<file path="config.mk">
export PLATFORM = sky130hd
export DESIGN_NAME = ham_15_11_encoder_stream_flat
export DESIGN_NICKNAME = d
export VERILOG_FILES = /design/src/rtl/ham_15_11_encoder_stream_if.sv /design/src/rtl/ham_15_11_encoder_stream.sv /design/src/flat_wrapper.sv
export SDC_FILE = /design/constraint.sdc
export NUM_CORES = 1
export LEC_CHECK = 0
export ABC_CLOCK_PERIOD_IN_PS = 4100
export CAP_MARGIN = 20
export CORE_ASPECT_RATIO = 0.5
export CORE_MARGIN = 2
export CORE_UTILIZATION = 55
export CTS_BUF_LIST = sky130_fd_sc_hd__clkbuf_4 sky130_fd_sc_hd__clkbuf_8
export CTS_CLUSTER_SIZE = 24
export DETAILED_ROUTE_END_ITERATION = 6
export GPL_ROUTABILITY_DRIVEN = 1
export PLACE_DENSITY = 0.77
export SYNTH_ARGS = -nofsm -noshare
export SYNTH_HDL_FRONTEND = slang
export SYNTH_SLANG_ARGS = --single-unit
</file>
<file path="constraint.sdc">
create_clock -name clk -period 4.1 [get_ports clk]
set_clock_uncertainty 0.1 [all_clocks]
set_input_delay 0.41 -clock clk [delete_from_list [all_inputs] [get_ports clk]]
set_output_delay 0.41 -clock clk [all_outputs]
set_load 0.02 [all_outputs]
</file>
<file path="src/rtl/ham_15_11_encoder_stream_if.sv">
// Streaming handshake bundle for the Hamming(15,11) encoder: data-word input side and
// codeword output side.
interface ham_15_11_encoder_stream_if;
    logic        in_valid;
    logic        in_ready;
    logic [10:0] d;
    logic        out_valid;
    logic        out_ready;
    logic [14:0] cc;

    // master is the environment (word source and codeword sink); slave is the encoder
    modport master (
        output in_valid,
        output d,
        output out_ready,
        input  in_ready,
        input  out_valid,
        input  cc
    );

    modport slave (
        input  in_valid,
        input  d,
        input  out_ready,
        output in_ready,
        output out_valid,
        output cc
    );
endinterface

</file>
<file path="src/rtl/ham_15_11_encoder_stream.sv">
// Streaming Hamming(15,11) encoder: a word is encoded on accept into a small FIFO of
// codewords, and cc is driven from a registered copy of the queue head.
module ham_15_11_encoder_stream #(
    parameter int unsigned FIFO_DEPTH = 4
) (
    input  logic                           clk,
    input  logic                           rst,
    ham_15_11_encoder_stream_if.slave      bus,
    output logic [15:0]                    word_count
);

    localparam int unsigned AW = (FIFO_DEPTH > 1) ? $clog2(FIFO_DEPTH) : 1;
    localparam int unsigned CW = AW + 1;
    localparam logic [CW-1:0] DEPTH_C = CW'(FIFO_DEPTH);

    logic [14:0]   mem_q [FIFO_DEPTH];
    logic [AW-1:0] rd_ptr_q, rd_ptr_d;
    logic [AW-1:0] wr_ptr_q, wr_ptr_d;
    logic [CW-1:0] count_q, count_d;
    logic          ready_q, ready_d;
    logic [14:0]   head_q, head_d;
    logic [15:0]   word_count_q, word_count_d;
    logic [14:0]   enc;
    logic          accept;
    logic          deliver;

    // Codeword bit k is Hamming position k+1; parity sits at the power-of-two positions
    always_comb begin
        enc       = '0;
        enc[2]    = bus.d[0];
        enc[4]    = bus.d[1];
        enc[5]    = bus.d[2];
        enc[6]    = bus.d[3];
        enc[14:8] = bus.d[10:4];
        enc[0]    = ^{bus.d[0], bus.d[1], bus.d[3], bus.d[4], bus.d[6], bus.d[8], bus.d[10]};
        enc[1]    = ^{bus.d[0], bus.d[2], bus.d[3], bus.d[5], bus.d[6], bus.d[9], bus.d[10]};
        enc[3]    = ^{bus.d[1], bus.d[2], bus.d[3], bus.d[7], bus.d[8], bus.d[9], bus.d[10]};
        enc[7]    = ^bus.d[10:4];
    end

    assign accept  = bus.in_valid && ready_q;
    assign deliver = (count_q != '0) && bus.out_ready;

    always_comb begin
        rd_ptr_d     = rd_ptr_q;
        wr_ptr_d     = wr_ptr_q;
        count_d      = count_q;
        word_count_d = word_count_q;
        head_d       = head_q;
        if (accept) begin
            wr_ptr_d = wr_ptr_q + AW'(1);
        end
        if (deliver) begin
            rd_ptr_d     = rd_ptr_q + AW'(1);
            word_count_d = word_count_q + 16'd1;
        end
        unique case ({accept, deliver})
            2'b10:   count_d = count_q + CW'(1);
            2'b01:   count_d = count_q - CW'(1);
            default: count_d = count_q;
        endcase
        // The next head may be the slot written this very cycle, so bypass the memory
        if (count_d != '0) begin
            if (accept && (wr_ptr_q == rd_ptr_d)) begin
                head_d = enc;
            end else begin
                head_d = mem_q[rd_ptr_d];
            end
        end
        ready_d = (count_d < DEPTH_C);
    end

    always_ff @(posedge clk) begin
        if (accept) begin
            mem_q[wr_ptr_q] <= enc;
        end
    end

    always_ff @(posedge clk or posedge rst) begin
        if (rst) begin
            rd_ptr_q     <= '0;
            wr_ptr_q     <= '0;
            count_q      <= '0;
            ready_q      <= 1'b0;
            head_q       <= '0;
            word_count_q <= '0;
        end else begin
            rd_ptr_q     <= rd_ptr_d;
            wr_ptr_q     <= wr_ptr_d;
            count_q      <= count_d;
            ready_q      <= ready_d;
            head_q       <= head_d;
            word_count_q <= word_count_d;
        end
    end

    assign bus.in_ready  = ready_q;
    assign bus.out_valid = (count_q != '0);
    assign bus.cc        = head_q;
    assign word_count    = word_count_q;

endmodule

</file>
<file path="src/flat_wrapper.sv">
// flat-port wrapper written by rule: the top's interface ports become plain ports
module ham_15_11_encoder_stream_flat 
#(
    parameter int unsigned FIFO_DEPTH = 4
)
  (clk, rst, word_count, bus_in_valid, bus_d, bus_out_ready, bus_in_ready, bus_out_valid, bus_cc);
  ham_15_11_encoder_stream_if bus_i ();
  input  logic clk;
  input  logic rst;
  output logic [15:0] word_count;
  input wire logic [$bits(bus_i.in_valid)-1:0] bus_in_valid;
  input wire logic [$bits(bus_i.d)-1:0] bus_d;
  input wire logic [$bits(bus_i.out_ready)-1:0] bus_out_ready;
  output wire logic [$bits(bus_i.in_ready)-1:0] bus_in_ready;
  output wire logic [$bits(bus_i.out_valid)-1:0] bus_out_valid;
  output wire logic [$bits(bus_i.cc)-1:0] bus_cc;
  assign bus_i.in_valid = bus_in_valid;
  assign bus_i.d = bus_d;
  assign bus_i.out_ready = bus_out_ready;
  assign bus_in_ready = bus_i.in_ready;
  assign bus_out_valid = bus_i.out_valid;
  assign bus_cc = bus_i.cc;
  ham_15_11_encoder_stream #(.FIFO_DEPTH(FIFO_DEPTH)) u_core (.clk(clk), .rst(rst), .bus(bus_i), .word_count(word_count));
endmodule
</file>
* After elaboration in Yosys (flattened, before gate mapping)
Memory sizes are Yosys's and may differ from the RTL's. A register that Yosys moved wholly into a read port is not among the register bits.
Cells that the tools add are included.
** Storage, ports and cells
- Register bits :: 24
- Bits in writable memories :: 60
- Input port bits :: 15
- Output and inout port bits :: 33
- Logic and storage cells :: 26
- Memories kept :: 1
** Cells by class
- Add/subtract/negate cells :: 5
- Magnitude comparators :: 1
- Eq/ne operators :: 2
- Multiplexer cells :: 4
- Reduce and logical (&&, ||, !) cells :: 8
** Memory list
- u_core.mem_q :: words 4, bits a word 15, read ports 1, clocked after Yosys merged registers in 1, write ports 1, line ham_15_11_encoder_stream.sv:16 : logic [14:0] mem_q [FIFO_DEPTH];
** Operator list (count)
- $reduce_xor A7 Y1 :: 4
- $add A16 B1 Y16 const B :: 1
- $pmux W3 S2 :: 1
- $reduce_bool A3 Y1 :: 2
- $add A2 B1 Y2 const B :: 2
- $add A3 B1 Y3 const B :: 1
- $lt A3 B3 Y1 const B :: 1
- $sub A3 B1 Y3 const B :: 1
- $eq A2 B1 Y1 const B :: 1
- $eq A2 B2 Y1 const B :: 1
- $logic_and A1 B1 Y1 :: 2
- $mux W1 :: 2
- $mux W2 :: 1

* Longest topological paths before layout
Gate-level depths: netlist (run 1).
- Depth in word-level cells :: 5
- Gate-level depth with buffers :: 13
- Depth with buffers taken out :: 10

* Worst setup path after synthesis (run 1)
No wires, ideal clock.
- Path type :: reg-to-reg
- From :: reg u_core.ready_q (netlist: u_core.bus.in_ready)
- To :: reg u_core.head_q[14] (netlist: u_core.bus.cc[14]) (read register of u_core.mem_q)
- Library setup time :: 0.121 ns
- Arrival time :: 3.294 ns
- Required time :: 3.879 ns
- Slack :: 0.585 ns
- Stages on the path, launching flop included :: 14
- Path buffers :: 3
- Period minus slack after synthesis :: 3.515 ns
- Cell sequence :: dfrtp_1 > and2_1 > clkbuf_1 > clkinv_1 > clkbuf_1 > ha_1 > inv_1 > fa_1 > xor2_1 > o21a_1 > nor4_2 > clkbuf_1 > a21oi_1 > a22o_1
** Between the ends
- Word-level cells in the longest chain between the ends :: 4
- Elaborated cells on any way between the ends :: 5
- Those cells by class :: eq/ne: 2; mux: 1; reduce/logical: 2
** Ends and longest elaborated chain
- start: declaration :: line ham_15_11_encoder_stream.sv:20 : logic ready_q, ready_d;
- start signal: assignment :: line ham_15_11_encoder_stream.sv:91 : ready_q <= ready_d;
- $logic_and A1 B1 Y1 (*) :: line ham_15_11_encoder_stream.sv:41 : assign accept = bus.in_valid && ready_q;
- $eq A2 B1 Y1 or $eq A2 B2 Y1 (tied branches) :: line ham_15_11_encoder_stream.sv:57 : unique case ({accept, deliver})
- $pmux W3 S2 (*) :: line ham_15_11_encoder_stream.sv:57
- $reduce_bool A3 Y1 (*) :: line ham_15_11_encoder_stream.sv:63 : if (count_d != '0) begin
- end: declaration :: line ham_15_11_encoder_stream.sv:21 : logic [14:0] head_q, head_d;
Every way passes the cells marked *; elsewhere a longest branch is shown, timed or not.
A chain may end at the register's enable or synchronous reset.

* Worst setup path after layout (run 1)
- From :: in bus_in_valid
- To :: reg u_core.head_q[3] (netlist: u_core.bus.cc[3]) (read register of u_core.mem_q)
** Between the ends
- Word-level cells in the longest chain between the ends :: 4
- Elaborated cells on any way between the ends :: 5
- Those cells by class :: eq/ne: 2; mux: 1; reduce/logical: 2
** Ends and longest elaborated chain
- start: declaration :: line flat_wrapper.sv:11 : input wire logic [$bits(bus_i.in_valid)-1:0] bus_in_valid;
- $logic_and A1 B1 Y1 (*) :: line ham_15_11_encoder_stream.sv:41
- $eq A2 B1 Y1 or $eq A2 B2 Y1 (tied branches) :: line ham_15_11_encoder_stream.sv:57
- $pmux W3 S2 (*) :: line ham_15_11_encoder_stream.sv:57
- $reduce_bool A3 Y1 (*) :: line ham_15_11_encoder_stream.sv:63
Marked as above.

==> metrics, run 1 <==
status=complete, no violations; ys flop type=edfxtp_1; DIE WIDTH=137 um; Final period util=0.748; Area Overhead vs Synth=16.1%; HP Class=in2async; Post-Synthesis Cells=342; Avg Synthesized Cell Area=14.2 um^2; WP data arrival=3.19 ns; DRT iter0 DRCs=221; GRT Util Overall=0.231; Hold Buf Count CTS=0; grt ovf=0; most common cell after layout, fill and taps aside=edfxtp_1; ys async rst share=0.394; die height=70.5 um; H-Tree Level Count=3; number of flops mapped to enable cells by yosys=60; largest net degree at the start of global routing=35; Slew headroom=0.353; final setup fails=0; detailed placement HPWL=6700 um; CTS Buffer Depth=2; CTS resizes=0; Core Rows=24; FILL cells=610; Psw=1.63 mW; worst-path fanout max=9; Setup Crit Path Kind=in2reg; Synth Net Count=364; Routed WL=10200 um; total die area=0.00966 mm^2; wire per inst=19.9 um; TritonCTS Sinks=99; Initial Util=0.563; vias in the first global route=3165; core area=0.00865 mm^2; via count=3094; register area=0.00278 mm^2; root buffer selected by CTS=clkbuf_8; fraction of layout cells with a size suffix above 1=0.130; power share of the clock group=0.155; Final Hold Violating Endpoints=0; Reg clk slew, reported paths=0.09 ns; sequential share of power=0.375; IR drop worst, VDD=0.347 mV; TritonRoute pass-1 iters=5; delay of the slowest cell on the worst path=0.63 ns; hold slack=0.321 ns; Buffers on Ports=47; Crit. End Element=flop; nets@finish=410; Placer Congestion=0.837; max_cap viols=0; Lkg Pwr=2.15 nW; Combinational Power Share=0.470; Slew @ Worst Pin=0.970 ns; RSZ-0062 raised after global routing=no; Via density=6.07; slowest CP cell=or4_1; Post-CTS Setup Repair Bufs=0; first-pass GRT wire length=16600 um; area of the multi-input gates=0.00196 mm^2; fmax=0.326 GHz; crit start category=input pin; Yosys cell types=49; internal power=2.54 mW; Top-Level Pins=48; YS warnings=0; Post-DRT Antenna Nets=0; diodes inserted=0; CTS Buf Count=9; Sw Ratio=0.391; sequential fraction of the synthesis area=0.571; post-layout minimum cycle time=3.07 ns; synthesized area=0.00487 mm^2; Setup TNS=0 ns; crit path cell chain=clkdlybuf4s50_1 > and2_1 > clkinv_1 > ha_1 > inv_1 > fa_1 > xor2_1 > o21a_1 > or4_1 > o31ai_1 > o21ai_0; residual DRC count=0; CP required=4.22 ns; CTS tree=yes; Yosys reg bits=99; P per Cell Area=738 mW/mm^2; Clock Latency Late Sink=0.38 ns; antenna violations before repair=0; max-slew violations=0; most frequent cells in the layout=edfxtp_1, clkdlybuf4s50_1, dfrtp_1, xnor2_1
==> worst max-delay path, delay by kind of cell <==
kind / cells / cell delay [ns]
and+or+nand+nor: 2 / 0.93
buffers and inverters: 3 / 0.61
adders and majority gates: 2 / 0.56
AOI/OAI and AO/OA: 3 / 0.49
xor gates and xnor gates: 1 / 0.17
==> layer usage <==
| metal | global-route usage | part of all wire | vias to the layer above |
|---|---|---|---|
| met5 | 0 | 0 | - |
| met4 | 0.0871 | 0.017 | 0 |
| met3 | 0.0595 | 0.066 | 20 |
| met2 | 0.369 | 0.49 | 121 |
| met1 | 0.309 | 0.43 | 1552 |
| li1 | - | - | 1401 |
==> worst paths after layout <==
check | start | endpoint | slack [ns] | cells past startpoint
max | bus_in_valid | u_core.bus.cc[3] | 1.03 | 11
min | rst | u_core.word_count[12] | 0.32 | 2
max reg2reg | u_core.bus.in_ready | u_core.bus.cc[3] | 1.11 | 10
min reg2reg | u_core.word_count[15] | u_core.word_count[15] | 0.38 | 1
max in group asynchronous | rst | u_core.bus.cc[4] | 2.81 | 3
min in group clk | u_core.word_count[15] | u_core.word_count[15] | 0.38 | 1
==> state kept, by name, summed over array words and instances (netlist names) <==
signal and cells:
u_core.mem_q 60, u_core.bus.cc 15, u_core.bus.in_ready 1, u_core.count_q 3, u_core.wr_ptr_q 2, u_core.rd_ptr_q 2, u_core.word_count 16
==> power groups by stage <==
stage | logic (mW) | registers (mW) | clock network (mW)
4_1_cts | 1.97 | 1.56 | 0.658
3_3_place_gp | 1.88 | 1.56 | 0
5_1_grt | 2.14 | 1.59 | 0.704
6_report | 1.96 | 1.56 | 0.647
3_5_place_dp | 1.96 | 1.58 | 0
2_1_floorplan | 1.31 | 1.63 | 0
==> kinds of logic (layout without fill, tap and decap cells) <==
logic type | after synthesis | after routing | share of synthesized area
AO/OA/AOI/OAI | 58 | 58 | 0.0853
XOR/XNOR | 38 | 38 | 0.0712
adder cells (fa/ha/maj) | 7 | 7 | 0.0195
buffers and inverters | 30 | 81 | 0.0288
flip-flops | 99 | 99 | 0.571
multiplexers | 44 | 44 | 0.156
AND/OR/NAND/NOR | 66 | 66 | 0.0689
==> synth_stat cells (5+ instances only) <==
| cell | instances | share of area |
|---|---|---|
| xor2_1 | 11 | 0.020 |
| nand4_1 | 5 | 0.0064 |
| o21ai_1 | 10 | 0.010 |
| mux4_2 | 20 | 0.093 |
| nor2_1 | 16 | 0.012 |
| nand2_1 | 20 | 0.015 |
| mux2i_1 | 19 | 0.039 |
| a21oi_1 | 12 | 0.012 |
| dfrtp_1 | 39 | 0.20 |
| nand3_1 | 5 | 0.0051 |
| xnor2_1 | 26 | 0.047 |
| o21ai_0 | 5 | 0.0051 |
| ha_1 | 6 | 0.015 |
| and3_1 | 7 | 0.0090 |
| edfxtp_1 | 60 | 0.37 |
| inv_1 | 9 | 0.0069 |
| clkbuf_1 | 11 | 0.0085 |
| a22o_1 | 11 | 0.020 |
==> cell type report <==
cell class | count | area share
clock inverter | 6 | 0.0128
tap | 117 | 0.0259
inverter | 11 | 0.00775
clock buffer | 10 | 0.0232
multi-input combinational | 213 | 0.346
sequential | 99 | 0.491
timing repair buffer | 54 | 0.0925
==> metrics by stage <==
stage	area, um^2	std cells	utilization	total power [mW]	worst slack (ns)
floorplan	4870	342	-	2.94	0.585
global placement	5450	494	0.630	3.44	0.834
detailed placement	5450	494	0.630	3.54	0.689
CTS	5650	510	0.654	4.19	1.08
global route	5650	510	0.654	4.43	0.903
finish	5650	510	0.654	4.17	1.03
Note: power is estimated with default switching activity, not from simulation.
==> inputs of run 2 (changes only) <==
Settings changed: ABC_CLOCK_PERIOD_IN_PS 4100 to 2900.
Clock period 4.1 ns to 2.9 ns, I/O delays scaled along.
==> run 2 against run 1 <==
- global-route usage increased by 0.93 points
- cell count increased by 2.0%
- via count increased by 0.32%
- wire length increased by 1.7%
- clock power increased by 54%
- power increased by 47%
- count of clock-buffer cells in the layout increased by 1
- sequential share of layout area decreased by 1.1 points
- core utilization increased by 1.6 points
- critical path type is now reg2reg
- largest cell class unchanged
- largest power group unchanged
==> metrics, run 2 (synthesis gave the netlist of run 1 again) <==
vias in the first global route=3300 (was 3165); Area Overhead vs Synth=18.9% (was 16.1%); wire per inst=19.9 um (about the same); core area=0.00865 mm^2 (unchanged); via count=3104 (was 3094); die height=70.5 um (unchanged); TritonRoute pass-1 iters=5 (unchanged); crit path cell chain=o31ai_4 > inv_4 > ha_4 > inv_1 > fa_1 > xor2_1 > o21a_1 > or4_1 > o31ai_1 > o21ai_0 (was clkdlybuf4s50_1 > and2_1 > clkinv_1 > ha_1 > inv_1 > fa_1 > xor2_1 > o21a_1 > or4_1 > o31ai_1 > o21ai_0); GR peak layer=met2 (unchanged); nets@finish=420 (was 410); detailed placement HPWL=6670 um (was 6700 um); post-layout minimum cycle time=2.65 ns; total die area=0.00966 mm^2 (unchanged); Lkg Pwr=2.21 nW (was 2.15 nW); crit start category=flop (was input pin); CTS resizes=0 (unchanged); Setup Crit Path Kind=reg2reg (was in2reg); grt ovf=0 (unchanged); Initial Util=0.563 (unchanged); Via density=5.97 (was 6.07); final setup fails=0 (unchanged); Post-CTS Setup Repair Bufs=0 (unchanged); CP Buf/Inv Count=2 (was 3); delay of the slowest cell on the worst path=0.60 ns (was 0.63 ns); grt met2 use=0.387 (was 0.369); Slew headroom=0.624 (was 0.353); fraction of layout cells with a size suffix above 1=0.166 (was 0.130); Largest register FFs=60 (unchanged); Top-Level Pins=48 (unchanged); Buffers on Ports=47 (unchanged); max_cap viols=0 (unchanged); Routed WL=10300 um (was 10200 um); DRT iter0 DRCs=233 (was 221); slowest CP cell=or4_1 (unchanged); Hold Buf Count CTS=0 (unchanged); Reg clk slew, reported paths=0.10 ns (was 0.09 ns); P per Cell Area=1060 mW/mm^2 (was 738 mW/mm^2); RSZ-0062 raised after global routing=no (unchanged); Slew @ Worst Pin=0.559 ns (was 0.970 ns); diodes inserted=0 (unchanged); first-pass GRT wire length=17200 um (was 16600 um); max-slew violations=0 (unchanged); HP Class=in2async (unchanged); IR drop worst, VDD=0.477 mV (was 0.347 mV); WP data arrival=2.79 ns (was 3.19 ns); worst-path fanout max=6 (was 9); Clock Latency Late Sink=0.37 ns (was 0.38 ns); Top reg by flops=u_core.mem_q (unchanged); Placer Congestion=0.776 (was 0.837); dpl ws=-0.0967 ns (was 0.689 ns); Core Rows=24 (unchanged); Final Hold Violating Endpoints=0 (unchanged); post-place instance area=0.00556 mm^2 (was 0.00545 mm^2); CTS Buffer Depth=2 (unchanged); CP required=3.04 ns (was 4.22 ns); DIE WIDTH=137 um (unchanged); CTS tree=yes (unchanged); CP delay by family, top=simple AND/OR/NAND/NOR gates (unchanged); status=complete, no violations (unchanged); residual DRC count=0 (unchanged); root buffer selected by CTS=clkbuf_8 (unchanged); CTS Buf Count=9 (unchanged); GRT Util Overall=0.240 (was 0.231); Post-DRT Antenna Nets=0 (unchanged); Final period util=0.914; largest net degree at the start of global routing=40 (was 35); most common cell after layout, fill and taps aside=edfxtp_1 (unchanged); fin worst setup slack=0.249 ns (was 1.03 ns); most frequent cells in the layout=edfxtp_1, clkdlybuf4s50_1, dfrtp_1, xnor2_1 (unchanged); H-Tree Level Count=3 (unchanged); TritonCTS Sinks=99 (unchanged); fmax=0.377 GHz; met3 usage=0.0617 (was 0.0595); Crit. End Element=flop (unchanged); design area=0.00579 mm^2 (was 0.00565 mm^2); antenna violations before repair=0 (unchanged); GRT met1 Usage=0.329 (was 0.309)
-- run 2: changes by cell type in the layout (fill, tap and decap cells not counted), sizes merged --
cell    delta
buf       +10
clkbuf     +1
inv        -1
bufinv     +1
clkinv     -1
-- run 2: area by class of cell --
| cell class | instances | area, um^2 |
|---|---|---|
| Fill cell | 599 | 2860 |
| Sequential cell | 99 | 2780 |
| Multi-Input combinational cell | 213 | 1980 |
| Timing Repair Buffer | 64 | 611 |
| Tap cell | 117 | 146 |
| Clock buffer | 11 | 139 |
| Clock inverter | 5 | 86.3 |
| Inverter | 11 | 48.8 |
-- run 2: tightest hold or removal path, delay by kind of cell --
kind	cells	cell delay, ns
buf+inv	3	0.91
-- run 2: routing by layer --
layer | vias up | part of all wire
li1 | 1410 | -
met1 | 1567 | 0.43
met2 | 118 | 0.49
met3 | 9 | 0.070
met4 | 0 | 0.0088
met5 | - | 0
-- run 2: stage by stage --
| stage | power, mW | utilization | cells | TNS (ns) | hold slack [ns] |
|---|---|---|---|---|---|
| detailed placement | 5.14 | 0.643 | 504 | -0.596 | 0.372 |
| global placement | 5.01 | 0.643 | 504 | -0.119 | 0.360 |
| global route | 6.50 | 0.669 | 520 | 0 | 0.305 |
| CTS | 6.15 | 0.669 | 520 | 0 | 0.261 |
| floorplan | 4.26 | - | 342 | 0 | 0.289 |
| finish | 6.12 | 0.669 | 520 | 0 | 0.253 |
-- run 2: worst paths after layout --
kind	startpoint	endpoint	slack, ns	depth (start not counted)
max in group asynchronous	rst	u_core.bus.in_ready	2.03	3
worst max register to register	u_core.count_q[2]	u_core.bus.cc[7]	0.25	10
worst min-delay path	rst	u_core.bus.cc[6]	0.25	3
min in group clk	u_core.word_count[15]	u_core.word_count[15]	0.39	1
worst min register to register	u_core.word_count[15]	u_core.word_count[15]	0.39	1
worst max-delay path	u_core.count_q[2]	u_core.bus.cc[7]	0.25	10
-- run 2: power breakdown --
part	leakage (nW)	total [mW]	internal (mW)	switching [mW]
Clock	0.115	0.994	0.513	0.481
Combinational	1.07	2.95	1.37	1.58
Sequential	1.03	2.18	1.91	0.273
Total	2.21	6.12	3.79	2.34
==> RTL edit 1: new RTL, settings of run 1 <==
`FIFO_DEPTH` is set to 4 in 2 places; all go to 2.
--- a/src/rtl/ham_15_11_encoder_stream.sv
+++ b/src/rtl/ham_15_11_encoder_stream.sv
@@ -2,5 +2,5 @@
 // codewords, and cc is driven from a registered copy of the queue head.
 module ham_15_11_encoder_stream #(
-    parameter int unsigned FIFO_DEPTH = 4
+    parameter int unsigned FIFO_DEPTH = 2
 ) (
     input  logic                           clk,
--- a/src/flat_wrapper.sv
+++ b/src/flat_wrapper.sv
@@ -2,5 +2,5 @@
 module ham_15_11_encoder_stream_flat 
 #(
-    parameter int unsigned FIFO_DEPTH = 4
+    parameter int unsigned FIFO_DEPTH = 2
 )
   (clk, rst, word_count, bus_in_valid, bus_d, bus_out_ready, bus_in_ready, bus_out_valid, bus_cc);
Formal check against the unedited RTL: not equivalent (a bounded check fails within 4 cycles, from zero or initial values and one cycle with rst high).
==> RTL edit 1 against run 1 <==
Sequential cell count decreased by 33. Register-to-register slack better by 0.49 ns. Area after synthesis shrank 39%. Final cell count is 26% lower. Sequential power shrank 33%. Setup slack better by 0.57 ns. Clock power decreased by 18%. Utilization increased by 7.7 points. Routed wire length shrank 47%. Power is 31% lower. Synthesized cell count is 27% lower. Count of clock-buffer cells in the layout increased by 1. Hold slack improved by 0.048 ns. Final area down 35%. Critical endpoint is now u_core.bus.cc[13]. Largest cell class unchanged. Highest routed layer unchanged.
==> RTL edit 1: results (changes against run 1) <==
Global route
  – GR Util met3: 6.91% (+0.95 points)
  – All-Layer GR Usage: 19.9% (-3.2 points)
  – Global Route met1 Usage: 24.5% (-6.4 points)
  – Maximum number of pins on one net before global-route repair: 37 (+5.7%)

Worst setup path
  – Register-to-Register Path Depth: 6 (-4)
  – Slack of the worst reg-to-reg path: 1.60 ns (+0.49 ns)
  – Capturing point of the worst reg2reg path: u_core.bus.cc[13]
  – Delay of the slowest critical-path stage: 0.69 ns (+0.06 ns)
  – Slowest stage cell on the critical path: sky130_fd_sc_hd__nand3_1
  – Crit Path Max Fanout: 30 (+21)
  – Crit path launch type: flip-flop
  – Worst setup path startpoint: u_core.count_q[1]

Place
  – Gpl congestion: 0.740 (-12%)
  – Total instance count after detailed placement: 361 (-27%)
  – Post-DP HPWL: 3.61 mm (-46%)

Finish
  – Ratio of cells with drive above 1 in the final layout: 12.1% (-0.92 points)
  – Post-route insts no fill: 377 (-26%)

Routing
  – Violation count after the first detailed-routing iteration: 107 (-52%)
  – Iteration count of the initial detailed-routing pass: 4 (-1)

Clocking
  – Clock latency reported for the late side of the worst-skew pair: 0.34 ns (-0.04 ns)
  – Post-CTS clock slew at the launch and capture registers of the worst setup and hold paths: 0.07 ns (-0.02 ns)

Yosys
  – Post-synthesis sequential area ratio: 60.8% (+3.7 points)
  – Post-synthesis area per instance: 11.9 µm² (-17%)
  – Number of distinct library cells after synthesis: 29 (-41%)
  – Most common library cells after synthesis: sky130_fd_sc_hd__nand2_1 (55), sky130_fd_sc_hd__dfrtp_1 (36), sky130_fd_sc_hd__edfxtp_1 (30), sky130_fd_sc_hd__xnor2_1 (28), sky130_fd_sc_hd__nor2_1 (23)
  – Number of nets in the synthesized netlist: 267 (-27%)
  – Number of flops mapped to enable cells by yosys: 30 (-50%)

Power and ir drop
  – LEAKAGE: 1.47 nW (-32%)
  – Sw Share: 37.3% (-1.8 points)
  – Worst-case vdd ir drop: 0.000390 V (+12%)

Timing
  – Pin slew with the least headroom to its limit: 0.959 ns (-0.0109 ns)

Outcome
  – Result of the run: finished, final reports clean
RTL edit 1: changes by cell type after synthesis, sizes merged, moves of 11 or more:
cell / run 1 / this run
edfxtp: 60 / 30
a22o: 11 / 0
o21ai: 15 / 2
mux2i: 19 / 0
nand2: 20 / 56
a21oi: 12 / 1
mux4: 24 / 0
RTL edit 1: metrics by stage:
| step | setup WS (ns) | instance area, µm² | total power [mW] | utilization, % | hold WS [ns] |
|---|---|---|---|---|---|
| global placement | 1.39 | 3490 | 2.30 | 69.2 | 0.358 |
| detailed placement | 1.31 | 3490 | 2.35 | 69.2 | 0.368 |
| floorplan | 1.98 | 2960 | 1.96 | - | 0.398 |
| finish | 1.60 | 3680 | 2.86 | 73.0 | 0.369 |
| CTS | 1.57 | 3680 | 2.89 | 73.0 | 0.383 |
| global route | 1.32 | 3680 | 3.04 | 73.0 | 0.410 |
RTL edit 1: kinds of logic (layout without fill, tap and decap cells):
kind of cell | Yosys count | in the layout | share of synthesized area, %
buffers and inverters | 14 | 71 | 2.79
adder cells (fa/ha/maj) | 2 | 2 | 0.844
XOR/XNOR | 39 | 39 | 12.2
AO/OA/AOI/OAI | 18 | 18 | 6.38
AND/OR/NAND/NOR | 111 | 111 | 17.0
flip-flops | 66 | 66 | 60.8
RTL edit 1: critical path: cells and delay by family (launching register included):
kind	cells	cell delay, ns
compound gates	2	0.46
xor+xnor	1	0.16
buf+inv	1	0.08
flops	1	0.47
simple gates	2	1.13
RTL edit 1: power by group through the flow:
stage | clock network [mW] | logic (mW) | registers, mW
finish | 0.532 | 1.28 | 1.05
detailed placement | 0 | 1.29 | 1.06
floorplan | 0 | 0.786 | 1.17
global placement | 0 | 1.25 | 1.05
CTS | 0.545 | 1.29 | 1.05
global route | 0.577 | 1.39 | 1.07
RTL edit 1: cell type report:
type	instances	area [µm²]
Inverter	5	26.3
Fill cell	366	1360
Clock inverter	5	55.1
Multi-Input combinational cell	170	1080
Sequential cell	66	1800
Tap cell	70	87.6
Timing Repair Buffer	50	493
Clock buffer	11	139
RTL edit 1: per-layer routing:
| layer | share of wire (%) | wire length, µm | vias up |
|---|---|---|---|
| met4 | 0.74 | 40 | 0 |
| met2 | 48 | 2600 | 51 |
| met5 | 0 | 0 | - |
| met3 | 6.0 | 325 | 4 |
| met1 | 45 | 2430 | 936 |
| li1 | - | - | 953 |
RTL edit 1: worst max path at each step:
stage                   endpoint  slack [ns]  depth (start not counted)
6_report       u_core.bus.cc[13]        1.60                          6
5_1_grt         u_core.bus.cc[8]        1.32                          6
4_1_cts         u_core.bus.cc[6]        1.57                          6
3_5_place_dp    u_core.bus.cc[8]        1.31                          7
3_3_place_gp   u_core.bus.cc[10]        1.39                          7
2_1_floorplan  u_core.bus.cc[14]        1.98                          9
==> RTL edit 2: new RTL, config.mk and constraints of run 1 <==
Without the edit above. Reset style: synchronous (`rst`), changed in one clocked block.
--- a/src/rtl/ham_15_11_encoder_stream.sv
+++ b/src/rtl/ham_15_11_encoder_stream.sv
@@ -77,5 +77,5 @@
     end
 
-    always_ff @(posedge clk or posedge rst) begin
+    always_ff @(posedge clk) begin
         if (rst) begin
             rd_ptr_q     <= '0;
Formal check against the unedited RTL: differs if rst is asserted again (counterexample within 4 cycles, from zero or initial values and one cycle with rst high); with rst held inactive, the same outputs for 10 cycles.
==> RTL edit 2 against run 1 <==
Setup slack better by 0.17 ns. Largest cell class unchanged. Routed wire length increased by 0.35%. Sequential cell count did not move. Power decreased by 17%. First-iteration DRC count grew 55%. Area after synthesis increased by 0.93%. Global-route usage is 0.75 points lower. Sequential share of layout area decreased by 3.3 points. Final area is 0.35% lower. Highest routed layer unchanged. Final cell count increased by 17%.
==> RTL edit 2: results (changes against run 1) <==
Outcome
  – Result of the run: finished, final reports clean

Finish
  – Post-route insts no fill: 599 (+17%)
  – Ratio of cells with drive above 1 in the final layout: 5.60% (-7.4 points)
  – Count of nets after finishing: 499 (+22%)

Power and ir drop
  – Combinational share of power: 45.8% (-1.2 points)
  – Worst-case vdd ir drop: 0.000420 V (+21%)
  – Clock Power Share: 16.2% (+0.7 points)

Routing
  – Violation count after the first detailed-routing iteration: 343 (+55%)
  – Met1 wire length: 4.72 mm (+8.4%)

Yosys
  – Synthesized-area fraction occupied by ao, oa, aoi and oai cells: 11.6% (+3.1 points)
  – Xor-xnor portion of the synthesized cell area: 7.13% (+0.011 points)
  – Cells after Synth: 447 (+31%)
  – Most common library cells after synthesis: sky130_fd_sc_hd__edfxtp_1 (60), sky130_fd_sc_hd__nor2_1 (51), sky130_fd_sc_hd__dfxtp_1 (39), sky130_fd_sc_hd__nor3b_1 (37), sky130_fd_sc_hd__clkbuf_1 (30)
  – Post-synthesis async set-or-reset flop share: 0% (-39 points)
  – Adder and majority cell fraction of the synthesized area: 1.94% (-0.018 points)
  – Number of nets in the synthesized netlist: 469 (+29%)

Place
  – Total instance count after detailed placement: 583 (+18%)
  – Placed standard-cell area: 5460 µm² (+0.28%)
  – Post-DP HPWL: 6.11 mm (-8.8%)

Worst setup path
  – Critical Path AT: 3.06 ns (-0.13 ns)
  – Source of the worst register-to-register timing path: u_core.count_q[2]
  – Crit Path Max Fanout: 15 (+6)
  – Path type of the worst setup path: flip-flop to flip-flop
  – Capturing point of the worst reg2reg path: u_core.bus.cc[5]

Global route
  – Via count of the first global-routing pass: 3346 (+5.7%)
  – Met2 track utilization from global routing: 36.8% (-0.17 points)
  – Maximum number of pins on one net before global-route repair: 62 (+77%)
  – Global Route met1 Usage: 29.3% (-1.5 points)
  – GR Util met3: 6.45% (+0.50 points)
  – Global-route wire length before repair: 16.5 mm (-0.42%)
  – All-Layer GR Usage: 22.4% (-0.75 points)

Timing
  – Max transition margin: 37.5% (+2.1 points)

Hold path
  – Min-Delay Path Class: flip-flop to flip-flop
RTL edit 2: cell type report:
| class | instances | area (µm²) |
|---|---|---|
| clock buffer | 9 | 124 |
| inverter | 6 | 22.5 |
| clock inverter | 7 | 45.0 |
| sequential | 99 | 2580 |
| timing repair buffer | 55 | 531 |
| fill | 694 | 3050 |
| multi-input combinational | 306 | 2180 |
| tap | 117 | 146 |
RTL edit 2: logic make-up (layout without fill, tap and decap cells):
logic type,Yosys count,count (layout)
simple gates,157,157
flops,99,99
compound gates,75,75
buf+inv,42,77
xor+xnor,40,40
mux,27,27
fa+ha+maj,7,7
RTL edit 2: worst max-delay path by stage:
stage	cells past startpoint	to	from
floorplan	12	u_core.bus.cc[0]	u_core.count_q[2]
global route	7	u_core.bus.cc[4]	u_core.count_q[2]
detailed placement	9	u_core.bus.cc[6]	bus_out_ready
CTS	9	u_core.bus.cc[5]	u_core.count_q[2]
finish	9	u_core.bus.cc[5]	u_core.count_q[2]
global placement	9	u_core.bus.cc[2]	bus_out_ready
